`src/rtl/sd_card_block_xfer.sv`:
```
// SD-bus block-transfer sequencer: issues CMD17/18/24/25, drives the data-path
// handshakes, closes multi-block transfers with CMD12 and retries from the failing block.
module sd_card_block_xfer #(
    parameter int          TIMEOUT_W = 8,
    parameter int          CNT_W     = 32,
    parameter int          MAX_RETRY = 2,
    parameter logic [31:0] ERR_MASK  = 32'hFFF8_0000,
    parameter logic [31:0] STOP_ARG  = 32'hAAAA_AAAA,
    localparam int         RC_W      = (MAX_RETRY < 2) ? 1 : $clog2(MAX_RETRY + 1)
) (
    input  logic             clk,
    input  logic             rst,
    input  logic             Xfer_Enable,
    input  logic             Write_Mode,
    input  logic [31:0]      SD_Addr_Block,
    input  logic [CNT_W-1:0] SerialCount,
    input  logic [47:0]      Responce_R1_R3,
    output logic [5:0]       CMD_ID,
    output logic [31:0]      CMD_Arg,
    output logic             Send_CMD_En,
    input  logic             Send_CMD_Complite,
    output logic             Get_CMD_En,
    input  logic             Get_CMD_Complite,
    output logic             Get_DATA_En,
    input  logic             Get_DATA_Complite,
    input  logic             Get_DATA_CRC_Fail,
    output logic             Put_DATA_En,
    input  logic             Put_DATA_Complite,
    input  logic             Put_DATA_CRC_Fail,
    output logic [CNT_W-1:0] BlockCount,
    output logic [RC_W-1:0]  Retry_Count,
    output logic             Xfer_complite,
    output logic             Xfer_Fail
);

    typedef enum logic [3:0] {
        IDLE, SEND_CMD, GET_RESP, DATA, NEXT_BLK,
        SEND_STOP, GET_STOP_RESP, RETRY, FAIL, DONE
    } state_t;

    state_t               state_q, state_d;
    logic [5:0]           cmd_id_q, cmd_id_d;
    logic [31:0]          cmd_arg_q, cmd_arg_d;
    logic                 send_cmd_en_q, send_cmd_en_d;
    logic                 get_cmd_en_q, get_cmd_en_d;
    logic                 get_data_en_q, get_data_en_d;
    logic                 put_data_en_q, put_data_en_d;
    logic [CNT_W-1:0]     block_count_q, block_count_d;
    logic [RC_W-1:0]      retry_count_q, retry_count_d;
    logic                 complite_q, complite_d;
    logic                 fail_q, fail_d;
    logic                 mode_q, mode_d;
    logic                 multi_q, multi_d;
    logic                 stop_err_q, stop_err_d;
    logic [CNT_W-1:0]     serial_q, serial_d;
    logic [31:0]          addr_q, addr_d;
    logic [TIMEOUT_W-1:0] timer_q, timer_d;

    logic [31:0] status;
    logic        resp_err, timer_done, data_done, data_crc;
    logic        raise_err, start_stop, retry_multi;
    logic        resp_unused;

    function automatic logic [5:0] cmd_index(input logic wr, input logic multi);
        case ({wr, multi})
            2'b00:   return 6'd17;
            2'b01:   return 6'd18;
            2'b10:   return 6'd24;
            default: return 6'd25;
        endcase
    endfunction

    assign status      = Responce_R1_R3[39:8];
    assign resp_unused = ^{Responce_R1_R3[47:40], Responce_R1_R3[7:0]};
    assign resp_err    = |(status & ERR_MASK);
    assign timer_done  = &timer_q;
    assign data_done   = mode_q ? Put_DATA_Complite : Get_DATA_Complite;
    assign data_crc    = mode_q ? Put_DATA_CRC_Fail : Get_DATA_CRC_Fail;
    // A retry restarts at the failed block, so only the remaining blocks decide multi.
    assign retry_multi = (serial_q != block_count_q);

    always_comb begin
        state_d       = state_q;
        cmd_id_d      = cmd_id_q;
        cmd_arg_d     = cmd_arg_q;
        send_cmd_en_d = send_cmd_en_q;
        get_cmd_en_d  = get_cmd_en_q;
        get_data_en_d = get_data_en_q;
        put_data_en_d = put_data_en_q;
        block_count_d = block_count_q;
        retry_count_d = retry_count_q;
        complite_d    = complite_q;
        fail_d        = fail_q;
        mode_d        = mode_q;
        multi_d       = multi_q;
        stop_err_d    = stop_err_q;
        serial_d      = serial_q;
        addr_d        = addr_q;
        timer_d       = timer_q;
        raise_err     = 1'b0;
        start_stop    = 1'b0;

        case (state_q)
            IDLE: begin
                if (Xfer_Enable) begin
                    mode_d        = Write_Mode;
                    multi_d       = (SerialCount != '0);
                    serial_d      = SerialCount;
                    addr_d        = SD_Addr_Block;
                    block_count_d = '0;
                    retry_count_d = '0;
                    cmd_id_d      = cmd_index(Write_Mode, SerialCount != '0);
                    cmd_arg_d     = SD_Addr_Block;
                    send_cmd_en_d = 1'b1;
                    state_d       = SEND_CMD;
                end
            end
            SEND_CMD: begin
                if (Send_CMD_Complite) begin
                    send_cmd_en_d = 1'b0;
                    get_cmd_en_d  = 1'b1;
                    get_data_en_d = ~mode_q;
                    timer_d       = '0;
                    state_d       = GET_RESP;
                end
            end
            GET_RESP: begin
                if (Get_CMD_Complite) begin
                    get_cmd_en_d = 1'b0;
                    timer_d      = '0;
                    if (resp_err) begin
                        raise_err = 1'b1;
                    end else begin
                        put_data_en_d = mode_q;
                        state_d       = DATA;
                    end
                end else if (timer_done) begin
                    raise_err = 1'b1;
                end else begin
                    timer_d = timer_q + TIMEOUT_W'(1);
                end
            end
            DATA: begin
                if (data_done) begin
                    get_data_en_d = 1'b0;
                    put_data_en_d = 1'b0;
                    if (data_crc) begin
                        raise_err = 1'b1;
                    end else begin
                        block_count_d = block_count_q + CNT_W'(1);
                        if (block_count_q == serial_q) begin
                            if (multi_q) begin
                                start_stop = 1'b1;
                                stop_err_d = 1'b0;
                            end else begin
                                complite_d = 1'b1;
                                state_d    = DONE;
                            end
                        end else begin
                            state_d = NEXT_BLK;
                        end
                    end
                end
            end
            NEXT_BLK: begin
                get_data_en_d = ~mode_q;
                put_data_en_d = mode_q;
                state_d       = DATA;
            end
            SEND_STOP: begin
                if (Send_CMD_Complite) begin
                    send_cmd_en_d = 1'b0;
                    get_cmd_en_d  = 1'b1;
                    timer_d       = '0;
                    state_d       = GET_STOP_RESP;
                end
            end
            GET_STOP_RESP: begin
                if (Get_CMD_Complite) begin
                    get_cmd_en_d = 1'b0;
                    timer_d      = '0;
                    if (resp_err) begin
                        fail_d  = 1'b1;
                        state_d = FAIL;
                    end else if (stop_err_q) begin
                        state_d = RETRY;
                    end else begin
                        complite_d = 1'b1;
                        state_d    = DONE;
                    end
                end else if (timer_done) begin
                    get_cmd_en_d = 1'b0;
                    fail_d       = 1'b1;
                    state_d      = FAIL;
                end else begin
                    timer_d = timer_q + TIMEOUT_W'(1);
                end
            end
            RETRY: begin
                if (retry_count_q == RC_W'(MAX_RETRY)) begin
                    fail_d  = 1'b1;
                    state_d = FAIL;
                end else begin
                    retry_count_d = retry_count_q + RC_W'(1);
                    multi_d       = retry_multi;
                    cmd_id_d      = cmd_index(mode_q, retry_multi);
                    cmd_arg_d     = addr_q + 32'(block_count_q);
                    send_cmd_en_d = 1'b1;
                    state_d       = SEND_CMD;
                end
            end
            DONE: begin
                if (!Xfer_Enable) begin
                    complite_d = 1'b0;
                    state_d    = IDLE;
                end
            end
            FAIL: begin
                if (!Xfer_Enable) begin
                    fail_d  = 1'b0;
                    state_d = IDLE;
                end
            end
            default: state_d = IDLE;
        endcase

        // An accepted multi-block command must be closed with CMD12 before retrying.
        if (raise_err) begin
            send_cmd_en_d = 1'b0;
            get_cmd_en_d  = 1'b0;
            get_data_en_d = 1'b0;
            put_data_en_d = 1'b0;
            if (multi_q) begin
                start_stop = 1'b1;
                stop_err_d = 1'b1;
            end else begin
                state_d = RETRY;
            end
        end

        if (start_stop) begin
            cmd_id_d      = 6'd12;
            cmd_arg_d     = STOP_ARG;
            send_cmd_en_d = 1'b1;
            state_d       = SEND_STOP;
        end
    end

    always_ff @(posedge clk) begin
        if (rst) begin
            state_q       <= IDLE;
            cmd_id_q      <= '0;
            cmd_arg_q     <= '0;
            send_cmd_en_q <= 1'b0;
            get_cmd_en_q  <= 1'b0;
            get_data_en_q <= 1'b0;
            put_data_en_q <= 1'b0;
            block_count_q <= '0;
            retry_count_q <= '0;
            complite_q    <= 1'b0;
            fail_q        <= 1'b0;
            mode_q        <= 1'b0;
            multi_q       <= 1'b0;
            stop_err_q    <= 1'b0;
            serial_q      <= '0;
            addr_q        <= '0;
            timer_q       <= '0;
        end else begin
            state_q       <= state_d;
            cmd_id_q      <= cmd_id_d;
            cmd_arg_q     <= cmd_arg_d;
            send_cmd_en_q <= send_cmd_en_d;
            get_cmd_en_q  <= get_cmd_en_d;
            get_data_en_q <= get_data_en_d;
            put_data_en_q <= put_data_en_d;
            block_count_q <= block_count_d;
            retry_count_q <= retry_count_d;
            complite_q    <= complite_d;
            fail_q        <= fail_d;
            mode_q        <= mode_d;
            multi_q       <= multi_d;
            stop_err_q    <= stop_err_d;
            serial_q      <= serial_d;
            addr_q        <= addr_d;
            timer_q       <= timer_d;
        end
    end

    assign CMD_ID        = cmd_id_q;
    assign CMD_Arg       = cmd_arg_q;
    assign Send_CMD_En   = send_cmd_en_q;
    assign Get_CMD_En    = get_cmd_en_q;
    assign Get_DATA_En   = get_data_en_q;
    assign Put_DATA_En   = put_data_en_q;
    assign BlockCount    = block_count_q;
    assign Retry_Count   = retry_count_q;
    assign Xfer_complite = complite_q;
    assign Xfer_Fail     = fail_q;

endmodule

```
`config.mk`:
```
export PLATFORM = sky130hd
export DESIGN_NAME = sd_card_block_xfer
export DESIGN_NICKNAME = d
export VERILOG_FILES = /design/src/rtl/sd_card_block_xfer.sv
export SDC_FILE = /design/constraint.sdc
export NUM_CORES = 1
export LEC_CHECK = 0
export CAP_MARGIN = 10
export CORE_ASPECT_RATIO = 1.1
export CORE_UTILIZATION = 50
export DETAILED_ROUTE_END_ITERATION = 8
export PLACE_DENSITY = 0.8
export SYNTH_ARGS = -nofsm -noshare
export SYNTH_HDL_FRONTEND = slang
export SYNTH_SLANG_ARGS = --single-unit
```
`constraint.sdc`:
```
create_clock -name clk -period 3.2 [get_ports clk]
set_input_delay 0.64 -clock clk [delete_from_list [all_inputs] [get_ports clk]]
set_output_delay 0.64 -clock clk [all_outputs]
set_load 0.02 [all_outputs]
```
Word-level counts from Yosys, hierarchy flattened
Index checks and enable logic that the tools add are counted.

Register bits: 157. Word-level logic and storage cells: 193. Bits of input ports: 122. Output and inout port bits: 78.

$add $sub $neg: 4. Reductions and logical operators: 32. Muxes and demuxes: 96. Equality and inequality tests: 40. Bitwise operators: 1.

Operator list (number): two-way mux 32 bit (6); case mux 32 bit (2 select lines) (2); two-way mux 4 bit (18); two-way mux 1 bit (48); case mux 4 bit (9 select lines) (1); adder 32 x 1 -> 32 bit, second input constant (1); adder 32 bit (1); equality test 32 bit (1); != test 32 bit (1); nonzero test 32 bit (1); != test 2 bit, second input constant (15); two-way mux 8 bit (3); case mux 4 bit (3 select lines) (2); case mux 1 bit (3 select lines) (6); nonzero test 3 bit (6); equality test 4 x 3 -> 1 bit, second input constant (4); case mux 8 bit (2 select lines) (1); AND reduction 4 bit (4); != test 3 bit, second input constant (5); OR reduction 13 bit (1); two-way mux 6 bit (2); case mux 6 bit (2 select lines) (1); AND reduction 3 bit (4); OR reduction 2 bit (5); 23 further kinds (34).

Depth between registers and ports, before layout
Gate-level depths: netlist of run 1.

Depth after elaboration: 9. Mapped depth: 11. Depth with buffers taken out: 11.

Worst setup path before layout of run 1
OpenSTA, ideal clock, no wires.

Path type: register to register. Start: register block_count_q[0] (netlist: BlockCount[0]). End: register cmd_arg_q[14] (netlist: CMD_Arg[14]). Arrival time: 2.711 ns. Path buffers: 0. Period minus slack after synthesis: 2.802 ns. Setup slack: 0.398 ns. Stages on the path, launching flop included: 12. Setup time: 0.091 ns. Required time: 3.109 ns. Cells stage by stage: dfxtp_1 ha_1 inv_1 fa_1 nor2b_1 o31a_1 o22a_1 a311oi_1 o41ai_1 xor2_1 nand2_1 a311oi_1.

Longest elaborated chain between the ends: 8. Elaborated cells between the ends (all ways): 11. Classes of those cells: add/sub (1); eq/ne (1); mux (8); reduce/logical (1).

Ends and longest elaborated chain: start, declared (RTL line 48) `logic [CNT_W-1:0] block_count_q, block_count_d;`; start signal, assigned (RTL line 276) `block_count_q <= block_count_d;`; parallel branches: the longest is 8 deep, another holds adder 32 bit; end signal, assigned (RTL line 271) `cmd_arg_q <= cmd_arg_d;`; end, declared (RTL line 43) `logic [31:0] cmd_arg_q, cmd_arg_d;`.

Parallel ways; which one is timed is not known. The select of a mux whose other input is x is not followed. A chain may end at the register's enable or synchronous reset.

Worst setup path in the final report of run 1
Start: register block_count_q[13] (netlist: BlockCount[13]). End: register cmd_arg_q[29] (netlist: CMD_Arg[29]).

Longest elaborated chain between the ends: 9. Elaborated cells between the ends (all ways): 15. Classes of those cells: add/sub (1); eq/ne (3); mux (9); reduce/logical (2).

Ends and longest elaborated chain: equality test 32 bit (RTL line 151) `if (block_count_q == serial_q) begin`; two-way mux 1 bit (RTL line 151); two-way mux 1 bit (RTL line 147) `if (data_crc) begin`; two-way mux 1 bit (RTL line 144) `if (data_done) begin`; two-way mux 1 bit (RTL line 103) `case (state_q)`; two-way mux 1 bit (RTL line 233) `if (multi_q) begin`; two-way mux 1 bit (RTL line 228) `if (raise_err) begin`; != test 3 bit (no line) or nonzero test 3 bit (tied branches); AND reduction 3 bit (no line).

Parallel ways exist; a longest one is shown, timed or not. The select of a mux whose other input is x is not followed.

==> flow_summary.ini, run 1 <==
[outcome]
outcome = complete, no violations

[timing]
worstMarginPinSlew_ns = 0.555
hold-worst-slack_ns = 0.459
maxSlewHeadroom_pct = 63.0
finalCritPeriodShare_pct = 93.7
fin_setup_tns_ns = 0
setup_violations = 0
max_freq_mhz = 333
skew_ns = 0.0101
finalMaxSlewViolations = 0
hold_violations = 0
layout_min_cycle_time_ns = 3.00
worst_slack_ns = 0.200
rsz0062_at_grt = no

[yosys]
syn_nets = 1264
ys.flop_type = dfxtp_1
avgSynthCellArea_um2 = 7.82
synth_seq_area_share_pct = 36.1
synth_area_um2 = 8640
synthArstFlopShare_pct = 0
synth_warnings = 0
synth_cells = 1105
synth-seq-cells = 156
synth-edff-count = 0
ys_types = 70

[drt]
wl_per_cell_um = 16.7
met2_length_mm = 11.6
routed_wl_mm = 25.5
wl_met3_mm = 1.98
drtPass1Iterations = 7
drt-initial-drc-count = 668
top_layer = met4
drc = 0
num_vias = 8792
wirelength_met1_mm = 10.7
drtAntennaViolNets = 0
vias_per_cell = 5.77

[cts]
clk_latency_ns = 0.43
clockBufferDepth = 2
cts_tree = built
numCtsBuffers = 17
cts_root_buffer = clkbuf_16
cts_sinks = 156
h-tree-depth = 4
clk_pin_slew_ns = 0.06

[worst_hold_path]
holdPathStages = 2
hold_path.class = reg2reg
hold_start = addr_q[29]$_SDFFE_PP0P_
hold_end = addr_q[29]$_SDFFE_PP0P_

[floorplan]
initial_core_util_pct = 51.0
die_y_um = 140
io_pins = 200
coreArea_um2 = 17000
die_x_um = 127
fp.dieArea_um2 = 17800
rows = 50

[setup_path]
crit_arrival_ns = 3.33
rr_worst_depth = 10
r2r-end = CMD_Arg[29]$_SDFFE_PP0P_
crit_required_ns = 3.53
cp-end-kind = register
r2r_setup_slack_ns = 0.20
cp-start-kind = register
worstReg2RegStart = BlockCount[13]$_SDFFE_PP0P_
cp_max_fo = 6
path_class = reg2reg

[global_routing]
grt_max_degree = 71
grt_overflow_total = 0
grtUsageTotal_pct = 29.0
first_global_vias = 8229
antenna_found_initial = 0
grt_pass1_wl_mm = 40.6

[place]
place_hpwl_mm = 18.7
io_buffers = 163
gp_congestion = 0.933
dpl_worst_slack_ns = 0.110

[cells_and_area]
final_common_cell = nand2_1
fin_nets = 1436
drive_gt1_share_pct = 8.29
layout_common_cells = nand2_1 (201), clkdlybuf4s50_1 (162), dfxtp_1 (156)
antenna_cells = 0
area_growth_pct = 30.7

[pwr]
p_per_area_nw_per_um2 = 548
power.leakage_nw = 4.59
power_mw = 6.19
peakVddDrop_mv = 0.440

[job]
cap_violations = 0
worst max-delay path: stages (launching register included):
cell and delay, ns:
dfxtp_1 0.35, ha_1 0.39, and3_1 0.23, a221oi_1 0.32, o31ai_1 0.16, a221oi_2 0.42, buf_4 0.19, o21ai_2 0.08
nand4_1 0.12, mux2_4 0.32, a2111oi_4 0.32
area by class of cell:
class,instances,area [µm²]
Fill cell,1427,5660
Multi-Input combinational cell,873,5200
Sequential cell,156,3120
Timing Repair Buffer,212,2010
Clock buffer,21,460
Tap cell,234,293
Clock inverter,11,143
Inverter,17,63.8
metal layers:
metal,GRT usage (%),vias to the layer above
met5,0,-
li1,-,4248
met1,37.0,4076
met3,5.31,81
met2,46.1,387
met4,16.2,0
flip-flops by register name (all words and copies together) (netlist names):
signal	flops
BlockCount	32
CMD_Arg	32
addr_q	32
serial_q	32
timer_q	8
CMD_ID	5
state_q	4
Retry_Count	2
Get_CMD_En	1
Get_DATA_En	1
Put_DATA_En	1
Send_CMD_En	1
Xfer_Fail	1
Xfer_complite	1
mode_q	1
multi_q	1
stop_err_q	1
metrics by stage:
| step | cell area, µm² | instances | util (%) |
|---|---|---|---|
| 2_1_floorplan | 8640 | 1105 | - |
| 3_3_place_gp | 10700 | 1491 | 63.0 |
| 3_5_place_dp | 10700 | 1491 | 63.0 |
| 4_1_cts | 11300 | 1523 | 66.5 |
| 5_1_grt | 11300 | 1524 | 66.6 |
| 6_report | 11300 | 1524 | 66.6 |
worst max path at each step:
stage / startpoint / end / slack, ns / cells past startpoint
after floorplan: BlockCount[0]$_SDFFE_PP0P_ / CMD_Arg[14]$_SDFFE_PP0P_ / 0.40 / 11
after global placement: Get_CMD_Complite / CMD_Arg[5]$_SDFFE_PP0P_ / 0.16 / 10
after detailed placement: Get_CMD_Complite / CMD_ID[0]$_SDFFE_PP0P_ / 0.11 / 10
after CTS: BlockCount[13]$_SDFFE_PP0P_ / CMD_Arg[31]$_SDFFE_PP0P_ / 0.25 / 9
after global routing: BlockCount[0]$_SDFFE_PP0P_ / CMD_Arg[14]$_SDFFE_PP0P_ / 0.02 / 11
final: BlockCount[13]$_SDFFE_PP0P_ / CMD_Arg[29]$_SDFFE_PP0P_ / 0.20 / 10
cells in the mapped netlist, types with 12 or more instances:
| library cell | number | area, µm² |
|---|---|---|
| a211oi_1 | 16 | 120 |
| a21o_1 | 13 | 97.6 |
| a21oi_1 | 122 | 611 |
| a311oi_1 | 17 | 149 |
| clkbuf_1 | 41 | 154 |
| dfxtp_1 | 156 | 3120 |
| ha_1 | 36 | 450 |
| inv_1 | 17 | 63.8 |
| nand2_1 | 202 | 758 |
| nand3_1 | 31 | 155 |
| nand4_1 | 12 | 75.1 |
| nor2_1 | 117 | 439 |
| nor3_1 | 30 | 150 |
| nor4_1 | 18 | 113 |
| o21ai_0 | 25 | 125 |
| xnor2_1 | 20 | 175 |
| xor2_1 | 62 | 543 |
repair_timing:
item                       CTS  global route
setup endpoints to repair    0             1
hold buffers                 0             0
setup buffers                0             1
gates resized for setup      0             1
cell families (layout without fill, tap and decap cells):
family	count (synthesis)	count (layout)	synth area share (%)
compound gates	259	259	19.0
xor+xnor	82	82	8.31
fa+ha+maj	37	37	5.44
buf+inv	76	261	3.84
flops	156	156	36.1
mux	13	13	1.59
other cells	1	1	0.0434
simple gates	481	481	25.6
power breakdown:
group | internal [mW] | switching [mW] | total [mW]
clock | 1.26 | 0.805 | 2.07
sequential | 2.19 | 0.174 | 2.37
combinational | 0.742 | 1.01 | 1.76
total | 4.20 | 1.99 | 6.19
Power figures use the tool's default switching activity.
==> inputs of run 2 (changes only) <==
--- a/config.mk
+++ b/config.mk
@@ -9,6 +9,7 @@
 export CORE_ASPECT_RATIO = 1.1
 export CORE_UTILIZATION = 50
 export DETAILED_ROUTE_END_ITERATION = 8
+export GPL_ROUTABILITY_DRIVEN = 0
 export PLACE_DENSITY = 0.8
 export SYNTH_ARGS = -nofsm -noshare
 export SYNTH_HDL_FRONTEND = slang
==> flow_summary.ini, run 2 (synthesis gave the netlist of run 1 again) <==
[cells_and_area]
layout_common_cells = nand2_1 (201), clkdlybuf4s50_1 (162), dfxtp_1 (156)
fin_nets = 1431
area_growth_pct = 29.6
drive_gt1_share_pct = 7.94
final_common_cell = nand2_1
utilization_pct = 66.0
antenna_cells = 0

[timing]
worstMarginPinSlew_ns = 0.676
layout_min_cycle_time_ns = 2.99
maxSlewHeadroom_pct = 54.9
max_freq_mhz = 335
hold-worst-slack_ns = 0.455
skew_ns = 0.00764
finalMaxSlewViolations = 0
rsz0062_at_grt = no
setup_violations = 0
fin_setup_tns_ns = 0
finalCritPeriodShare_pct = 93.3
hold_violations = 0

[global_routing]
grt_pass1_wl_mm = 40.5
grt_max_degree = 62
antenna_found_initial = 0
grtUsageTotal_pct = 28.9
grt_overflow_total = 0
first_global_vias = 8158

[setup_path]
rr_worst_depth = 11
r2r_setup_slack_ns = 0.21
cp-end-kind = register
crit_arrival_ns = 3.34
crit_required_ns = 3.56
path_class = reg2reg
cp-start-kind = register
cp_max_fo = 6

[cts]
clk_pin_slew_ns = 0.06
cts_tree = built
clk_latency_ns = 0.43
numCtsBuffers = 17
clockBufferDepth = 2
post_cts_buffers = 0
cts_root_buffer = clkbuf_16
cts_sinks = 156
cts_hold_buf = 0
h-tree-depth = 4
cts_resized = 0

[floorplan]
rows = 50
die_y_um = 140
io_pins = 200
coreArea_um2 = 17000
die_x_um = 127
fp.dieArea_um2 = 17800
initial_core_util_pct = 51.0

[drt]
drt-initial-drc-count = 660
drc = 0
drtPass1Iterations = 5
routed_wl_mm = 25.4
num_vias = 8697
drtAntennaViolNets = 0
wl_per_cell_um = 16.8
vias_per_cell = 5.73

[job]
cap_violations = 0

[pwr]
p_per_area_nw_per_um2 = 537
peakVddDrop_mv = 0.404
power.leakage_nw = 4.55

[outcome]
outcome = complete, no violations

[place]
place_hpwl_mm = 18.7
io_buffers = 163

[worst_hold_path]
hold_path.class = reg2reg
holdPathStages = 2
==> run 2: worst max-delay path, stage by stage (launching register included) <==
cell and delay [ns]:
dfxtp_1 0.33, ha_1 0.21, inv_1 0.07, fa_1 0.37, nor2b_1 0.23, o31a_1 0.22
o22a_1 0.30, a211o_1 0.27, nand4_1 0.17, a21boi_0 0.26, mux2_2 0.36, a21oi_1 0.13
==> run 2: cell type report <==
cell class / count / area [µm²]
clock buffers: 19 / 453
clock inverters: 12 / 98.8
fillers: 1429 / 5760
inverters: 17 / 63.8
multi-input cells: 873 / 5200
flip-flops and latches: 156 / 3120
well taps: 234 / 293
repair buffers: 207 / 1970
==> run 2: per-layer routing <==
metal | routed length (µm) | global-route usage, % | up-vias
li1 | - | - | 4231
met1 | 10800 | 36.2 | 4040
met2 | 12000 | 47.9 | 373
met3 | 1920 | 5.50 | 53
met4 | 717 | 13.0 | 0
met5 | 0 | 0 | -
==> run 2: path summary, 6_finish.rpt <==
path | startpoint | to
setup reg to reg | BlockCount[0]$_SDFFE_PP0P_ | CMD_Arg[28]$_SDFFE_PP0P_
setup / recovery | BlockCount[0]$_SDFFE_PP0P_ | CMD_Arg[28]$_SDFFE_PP0P_
hold / removal | CMD_ID[2]$_SDFFE_PP0P_ | CMD_ID[2]$_SDFFE_PP0P_
hold reg to reg | CMD_ID[2]$_SDFFE_PP0P_ | CMD_ID[2]$_SDFFE_PP0P_
==> run 2: stage by stage <==
step / total power, mW / area, µm² / cells / setup WS [ns]
floorplan: 3.46 / 8640 / 1105 / 0.398
global placement: 4.10 / 10600 / 1487 / 0.215
detailed placement: 4.14 / 10600 / 1487 / 0.120
CTS: 6.02 / 11200 / 1518 / 0.262
global route: 6.29 / 11200 / 1518 / 0.0558
finish: 6.01 / 11200 / 1518 / 0.214
==> run 2: power by group <==
part,total (mW),leakage [nW],internal (mW),switching [mW]
clock,1.88,0.278,1.10,0.786
sequential,2.38,1.28,2.20,0.185
combinational,1.75,2.99,0.742,1.01
